==> src/rtl/alu_pkg.sv <==
// rtl/alu_pkg.sv - shared widths and types for the KGP-RISC ALU adder
package alu_pkg;

    localparam int ALU_WIDTH = 32;
    localparam int CLA_GROUP = 4;

    typedef logic [ALU_WIDTH-1:0] word_t;

endpackage

==> src/rtl/cla_4bit.sv <==
// rtl/cla_4bit.sv - 4-bit carry-lookahead group with group generate/propagate
module cla_4bit
    import alu_pkg::*;
(
    input  logic [CLA_GROUP-1:0] a,
    input  logic [CLA_GROUP-1:0] b,
    input  logic                 cin,
    output logic [CLA_GROUP-1:0] sum,
    output logic                 cout,
    output logic                 grp_g,
    output logic                 grp_p
);

    logic [CLA_GROUP-1:0] g;
    logic [CLA_GROUP-1:0] p;
    logic [CLA_GROUP-1:0] c;

    assign g = a & b;
    assign p = a ^ b;

    // Every internal carry is expanded directly from cin, with no ripple inside the group
    assign c[0] = cin;
    assign c[1] = g[0] | (p[0] & cin);
    assign c[2] = g[1] | (p[1] & g[0]) | (p[1] & p[0] & cin);
    assign c[3] = g[2] | (p[2] & g[1]) | (p[2] & p[1] & g[0])
                | (p[2] & p[1] & p[0] & cin);

    assign grp_g = g[3] | (p[3] & g[2]) | (p[3] & p[2] & g[1])
                 | (p[3] & p[2] & p[1] & g[0]);
    assign grp_p = &p;

    assign cout = grp_g | (grp_p & cin);
    assign sum  = p ^ c;

endmodule

==> src/rtl/alu_adder.sv <==
// rtl/alu_adder.sv - 32-bit CLA adder with registered sum and carry-out
module alu_adder
    import alu_pkg::*;
#(
    parameter int WIDTH = ALU_WIDTH  // must be a multiple of CLA_GROUP
) (
    input  logic             CLK,
    input  logic             RST_N,
    input  logic [WIDTH-1:0] A,
    input  logic [WIDTH-1:0] B,
    output logic [WIDTH-1:0] S,
    output logic             C
);

    localparam int NGRP = WIDTH / CLA_GROUP;

    logic [NGRP:0]      carry;
    logic [WIDTH-1:0]   sum_next;
    logic [NGRP-1:0]    grp_g;
    logic [NGRP-1:0]    grp_p;
    logic               unused_grp;

    assign carry[0] = 1'b0;

    // Group carries ripple from one CLA group to the next
    for (genvar i = 0; i < NGRP; i++) begin : g_grp
        cla_4bit u_cla (
            .a     (A[i*CLA_GROUP +: CLA_GROUP]),
            .b     (B[i*CLA_GROUP +: CLA_GROUP]),
            .cin   (carry[i]),
            .sum   (sum_next[i*CLA_GROUP +: CLA_GROUP]),
            .cout  (carry[i+1]),
            .grp_g (grp_g[i]),
            .grp_p (grp_p[i])
        );
    end

    // Group generate/propagate are exported for a future second-level lookahead
    assign unused_grp = ^{grp_g, grp_p};

    always_ff @(posedge CLK or negedge RST_N) begin
        if (!RST_N) begin
            S <= '0;
            C <= 1'b0;
        end else begin
            S <= sum_next;
            C <= carry[NGRP];
        end
    end

endmodule

==> config.mk <==
export PLATFORM = sky130hd
export DESIGN_NAME = alu_adder
export DESIGN_NICKNAME = d
export VERILOG_FILES = /design/src/rtl/alu_pkg.sv /design/src/rtl/cla_4bit.sv /design/src/rtl/alu_adder.sv
export SDC_FILE = /design/constraint.sdc
export NUM_CORES = 1
export LEC_CHECK = 0
export ABC_AREA = 1
export CAP_MARGIN = 10
export CORE_UTILIZATION = 45
export DETAILED_ROUTE_END_ITERATION = 10
export GPL_ROUTABILITY_DRIVEN = 0
export PLACE_DENSITY_LB_ADDON = 0.05
export SLEW_MARGIN = 20
export SYNTH_ARGS = -nofsm -noshare
export SYNTH_HDL_FRONTEND = slang
export SYNTH_SLANG_ARGS = --single-unit
==> constraint.sdc <==
create_clock -name CLK -period 0.8 [get_ports CLK]
set_input_delay 0.16 -clock CLK [delete_from_list [all_inputs] [get_ports CLK]]
set_output_delay 0.16 -clock CLK [all_outputs]
set_load 0.005 [all_outputs]
==> flow_summary.toml, run 1 <==
[global_routing]
grt_max_degree = 34
grt_pass1_vias = 2374
grt_util_all_layers_pct = 27.8
overflow = 0
antenna_found_initial = 0
grt_pass1_wl_microns = 10500

[outcome]
violations = "design-rule violations, negative setup slack"
status = "finished with violations"

[floorplan]
die-width_microns = 71.2
io_pins = 99
core_area_sq_um = 4470
die_h_microns = 71.2
start_util_pct = 48.1
dieArea_sq_um = 5060
row_count = 24

[routing]
drt.antenna.violating_nets = 0
vias = 2152
viasPerCell = 4.98
drt_iter0_markers = 71
first_pass_iters = 9
post_drt_wl_per_cell_microns = 16.2
drc = 8
drt-total-wl_microns = 6990

[critical_path]
critical_path_required_ns = 0.99
path_max_fanout = 3
path_common_cell = "nand2_4"
cpPeakStageDelay_ns = 0.36
worst_ep_arrival_time_ns = 2.15
critical_path.startpoint_type = "input port"
path_class = "in2reg"
slowest_stage = "fa_2"
worstPathCellList = "dlygate4sd2_1, ha_4, nand2_4, o21bai_2, a21oi_2, nand2_4, nand2_4, nand2_4, nand2_4, nand2_4, nand2_4, nand2_4, nand2_4, nand2_4, fa_2, xor2_1"
critPathCaptureType = "register"

[synth]
ys_warn_count = 0
ys_types = 22
seq_area_frac_synth_pct = 38.4
synth_cells = 203
yosysTopAreaCell = "dfrtp_1"
yosys.area.top_type_share_pct = 38.4
ys_ff_latch = 33
syn_area_per_cell_sq_um = 10.6
synth_nets = 309
yosys-top-cells-area = "dfrtp_1, ha_1, fa_1"
synth_area_sq_um = 2150

[pwr]
p_per_area_nw_per_um2 = 1590
ir_drop_mv = 0.833
power_w = 0.00639
leakage_nw = 1.99

[sta]
tightest_slew_ns = 0.326
slew_viol_final = 0
timing.fmax_mhz = 509
min_period_over_period_pct = 246
post-route-min-period_ns = 1.97
hold_violations = 0
layout_setup_ws_ns = -1.17
slew_headroom_pct = 78.1
setup_viol = 63
rsz0062_at_grt = "true"
whs_ns = 0.0648

[clock_tree]
clock_sinks = 33
cts-root-buf = "clkbuf_8"
cts_tree = "yes"
clk_pin_slew_ns = 0.08
ctsHtreeMaxLevel = 2
cts.path.max_buffers = 2
cts_made_buffers = 5

[layout]
layout_commonest_cell = "buf_4"
layout-drive-gt1-share_pct = 53.2
postLayoutCoreUtil_pct = 89.6
fin_nets = 485
layout_common_cells = "buf_4, buf_2, dfrtp_1"
area_growth_syn_to_layout_pct = 86.3
diodes = 0

[placed_design]
portBuffers = 98
hpwl_microns = 4430

[job]
max-cap-violations = 0

[min_path]
min_path_cells = 2
hp-class = "in2reg"
metal layers:
layer | vias to the layer above | wire length (microns) | GRT usage (%)
li1 | 1022 | - | -
met1 | 1019 | 2430 | 25.5
met2 | 83 | 3830 | 53.7
met3 | 28 | 393 | 8.40
met4 | 0 | 325 | 15.8
met5 | - | 0 | 0
synthesized netlist by cell type:
master	number
a21o_1	1
a21oi_2	1
inv_1	11
nor2_1	11
fa_1	8
nand2_4	12
xnor2_1	4
nand2_1	33
o21ai_0	2
nand3_1	9
nand3b_1	1
nand4_1	1
a21oi_1	15
ha_1	32
o21bai_1	2
xor2_1	16
nand2_2	7
nor2_2	1
dfrtp_1	33
nor3_1	1
or2_0	1
a211oi_2	1
worst max-delay path: cells and delay by family:
family | cells | cell delay [ns]
and+or+nand+nor | 10 | 0.66
adders and majority gates | 2 | 0.60
xor gates and xnor gates | 1 | 0.14
buffers and inverters | 1 | 0.27
AOI/OAI and AO/OA | 2 | 0.32
final cells by class:
class                   instances  area (sq um)
clock buffers                   7          86.3
clock inverters                 1          30.0
fillers                       201           464
inverters                      11          41.3
multi-input cells             159          1620
flip-flops and latches         33           826
well taps                      52          65.1
repair buffers                169          1350
path summary, 6_finish.rpt:
path / slack, ns / end / startpoint
min in group asynchronous: 0.33 / S[3] / RST_N
max in group asynchronous: 0.27 / S[11] / RST_N
worst min-delay path: 0.06 / S[0] / A[0]
worst max-delay path: -1.17 / S[29] / B[10]
per-stage QoR:
stage          setup WS (ns)  std cells  setup TNS [ns]  cell area, sq um
2_1_floorplan          -1.25        203          -22.84              2270
3_3_place_gp           -1.70        408          -47.24              3730
3_5_place_dp           -1.77        408          -49.35              3730
4_1_cts                -1.13        430          -29.90              3940
5_1_grt                -1.23        432          -33.87              4010
6_report               -1.17        432          -31.55              4010
where the power goes:
part	switching [W]	internal (W)
Clock	0.000653	0.00102
Combinational	0.00119	0.00143
Sequential	0.0000954	0.00201
repair_timing:
item,in CTS,in global routing
pin swaps,62,39
gates resized for setup,251,25
endpoints found under the setup margin,65,64
setup buffers,16,4
hold buffers,1,0
hold endpoints to repair,33,0
cloned,0,0
cells by family (layout without fill, tap and decap cells):
family          Yosys count  in the layout  synth area share [%]
simple gates             77             77                  19.5
xor+xnor                 20             20                  8.14
buf+inv                  11            188                  1.92
compound gates           22             22                  5.99
flops                    33             33                  38.4
fa+ha+maj                40             40                  26.0
registers in the layout, summed over array words and instances, names as in the netlist:
name	count
S	32
C	1
Note: power is estimated with default switching activity, not from simulation.
==> run 2: changes to the inputs <==
--- a/config.mk
+++ b/config.mk
@@ -7,6 +7,7 @@
 export LEC_CHECK = 0
 export ABC_AREA = 1
 export CAP_MARGIN = 10
+export CORE_MARGIN = 3
 export CORE_UTILIZATION = 45
 export DETAILED_ROUTE_END_ITERATION = 10
 export GPL_ROUTABILITY_DRIVEN = 0
==> flow_summary.toml, run 2 (synthesized netlist as in run 1, its figures left out) <==
[sta]
hold_violations = 0
min_period_over_period_pct = 251
slew_viol_final = 0
tightest_slew_ns = 0.403
setup_viol = 65
slew_headroom_pct = 72.9
post-route-min-period_ns = 2.01
rsz0062_at_grt = "true"
timing.fmax_mhz = 499
layout_setup_ws_ns = -1.21
final.setup.tns_ns = -33.31

[outcome]
violations = "negative setup slack"
status = "finished with violations"

[critical_path]
cpPeakStageDelay_ns = 0.36
worstPathCellList = "dlygate4sd2_1, ha_4, a21o_1, nor2_4, nand2_4, nand2_4, nand2_4, nand2_4, nand2_4, nand2_4, nand2_4, nand2_4, nand2_4, nand2_4, nand2_4, fa_2, xor2_1"
critPathCaptureType = "register"
worst_ep_arrival_time_ns = 2.20
path_max_fanout = 3
path_common_cell = "nand2_4"
slowest_stage = "fa_2"
critical_path.startpoint_type = "input port"
critical_path_required_ns = 0.99
path_class = "in2reg"

[floorplan]
row_count = 24
core_area_sq_um = 4470
die_h_microns = 75.2
die-width_microns = 75.2
start_util_pct = 48.1
io_pins = 99
dieArea_sq_um = 5650

[layout]
largest_reg_flops = 32
largestRegisters = "S: 32 flops, C: 1 flops"
fin_area_sq_um = 4070
multi_input_area_sq_um = 1640
layout_commonest_cell = "buf_4"
seqCellArea_sq_um = 826
largest_register = "S"
instances_no_fill = 433
fin_nets = 486
area_growth_syn_to_layout_pct = 89.0
fillers = 168
layout-drive-gt1-share_pct = 52.8
diodes = 0
layout_common_cells = "buf_4, buf_2, dfrtp_1"

[routing]
vias = 2338
drt_iter0_markers = 135
viasPerCell = 5.40
first_pass_iters = 4
post_drt_wl_per_cell_microns = 20.6
drt-total-wl_microns = 8910
drc = 0
drt.antenna.violating_nets = 0

[min_path]
hp-class = "in2reg"
min_path_cells = 2
whs_endpoint = "S[0]"
min_from = "A[0]"

[clock_tree]
clock_sinks = 33
cts_tree = "yes"
cts.path.max_buffers = 2
clk_pin_slew_ns = 0.08
cts_made_buffers = 5
cts-root-buf = "clkbuf_8"
ctsHtreeMaxLevel = 2

[pwr]
leakage_nw = 1.99
ir_drop_mv = 1.01
p_per_area_nw_per_um2 = 1650

[global_routing]
antenna_found_initial = 0
grt.busiest_layer = "met2"
use_met3_pct = 6.14
grt.met1_usage_pct = 24.8
grt_pass1_vias = 2301
grt_use_met2_pct = 51.6
grt_pass1_wl_microns = 10600
grt_max_degree = 34
grt_util_all_layers_pct = 25.6
overflow = 0

[placed_design]
dpl_cell_area_sq_um = 3750
portBuffers = 98
dpl.cell_count = 410
hpwl_microns = 4640
pre_cts_slack_ns = -1.76

[job]
max-cap-violations = 0
[run 2: changes by cell type in the layout (fill, tap and decap cells not counted), moves of 3 or more]
cell / before / now
dlygate4sd2_1: 13 / 18
nand2_1: 21 / 26
clkbuf_2: 3 / 0
clkdlybuf4s15_2: 0 / 3
nor2_4: 0 / 3
nand2_2: 16 / 13
clkdlybuf4s15_1: 6 / 2
[run 2: area by class of cell]
type	instances	share of cell area, %
Clock buffer	7	2.12
Clock inverter	1	0.738
Inverter	11	1.02
Multi-Input combinational cell	159	40.3
Sequential cell	33	20.3
Tap cell	52	1.60
Timing Repair Buffer	170	33.9
[run 2: per-layer routing]
metal / part of all wire, % / vias up
li1: - / 1026
met3: 7.0 / 47
met1: 33 / 1146
met4: 5.9 / 0
met5: 0 / -
met2: 55 / 119
[run 2: how the worst max path moves through the flow]
stage / start / to
3_5_place_dp: A[5] / S[29]
5_1_grt: A[6] / S[29]
3_3_place_gp: A[3] / S[29]
4_1_cts: B[3] / S[29]
2_1_floorplan: A[3] / S[29]
6_report: A[6] / S[29]
[run 2: metrics by stage]
stage          total power, W  hold slack, ns  utilization [%]
2_1_floorplan         0.00305          -0.136                -
3_5_place_dp          0.00470           0.128             83.8
4_1_cts               0.00622          0.0797             89.1
3_3_place_gp          0.00459           0.132             83.8
5_1_grt               0.00696          0.0743             90.9
6_report              0.00671          0.0765             90.9
[run 2: power by group]
group / internal (W) / switching, W / total, W
clock: 0.00102 / 0.000761 / 0.00178
sequential: 0.00201 / 0.000133 / 0.00214
combinational: 0.00147 / 0.00133 / 0.00280
[run 2: timing repair]
| item | in CTS | in global routing |
|---|---|---|
| endpoints found under the setup margin | 65 | 65 |
| pin swaps | 56 | 42 |
| gates cloned | 0 | 0 |
| hold endpoints to repair | 33 | 0 |
| setup buffers | 15 | 9 |
| resized for setup | 256 | 26 |
| hold buffers | 1 | 0 |
[run 2: worst max-delay path, delay by kind of cell]
| kind | cells | cell delay (ns) |
|---|---|---|
| AOI/OAI and AO/OA | 1 | 0.21 |
| xor gates and xnor gates | 1 | 0.16 |
| adders and majority gates | 2 | 0.53 |
| buffers and inverters | 1 | 0.26 |
| and+or+nand+nor | 12 | 0.84 |
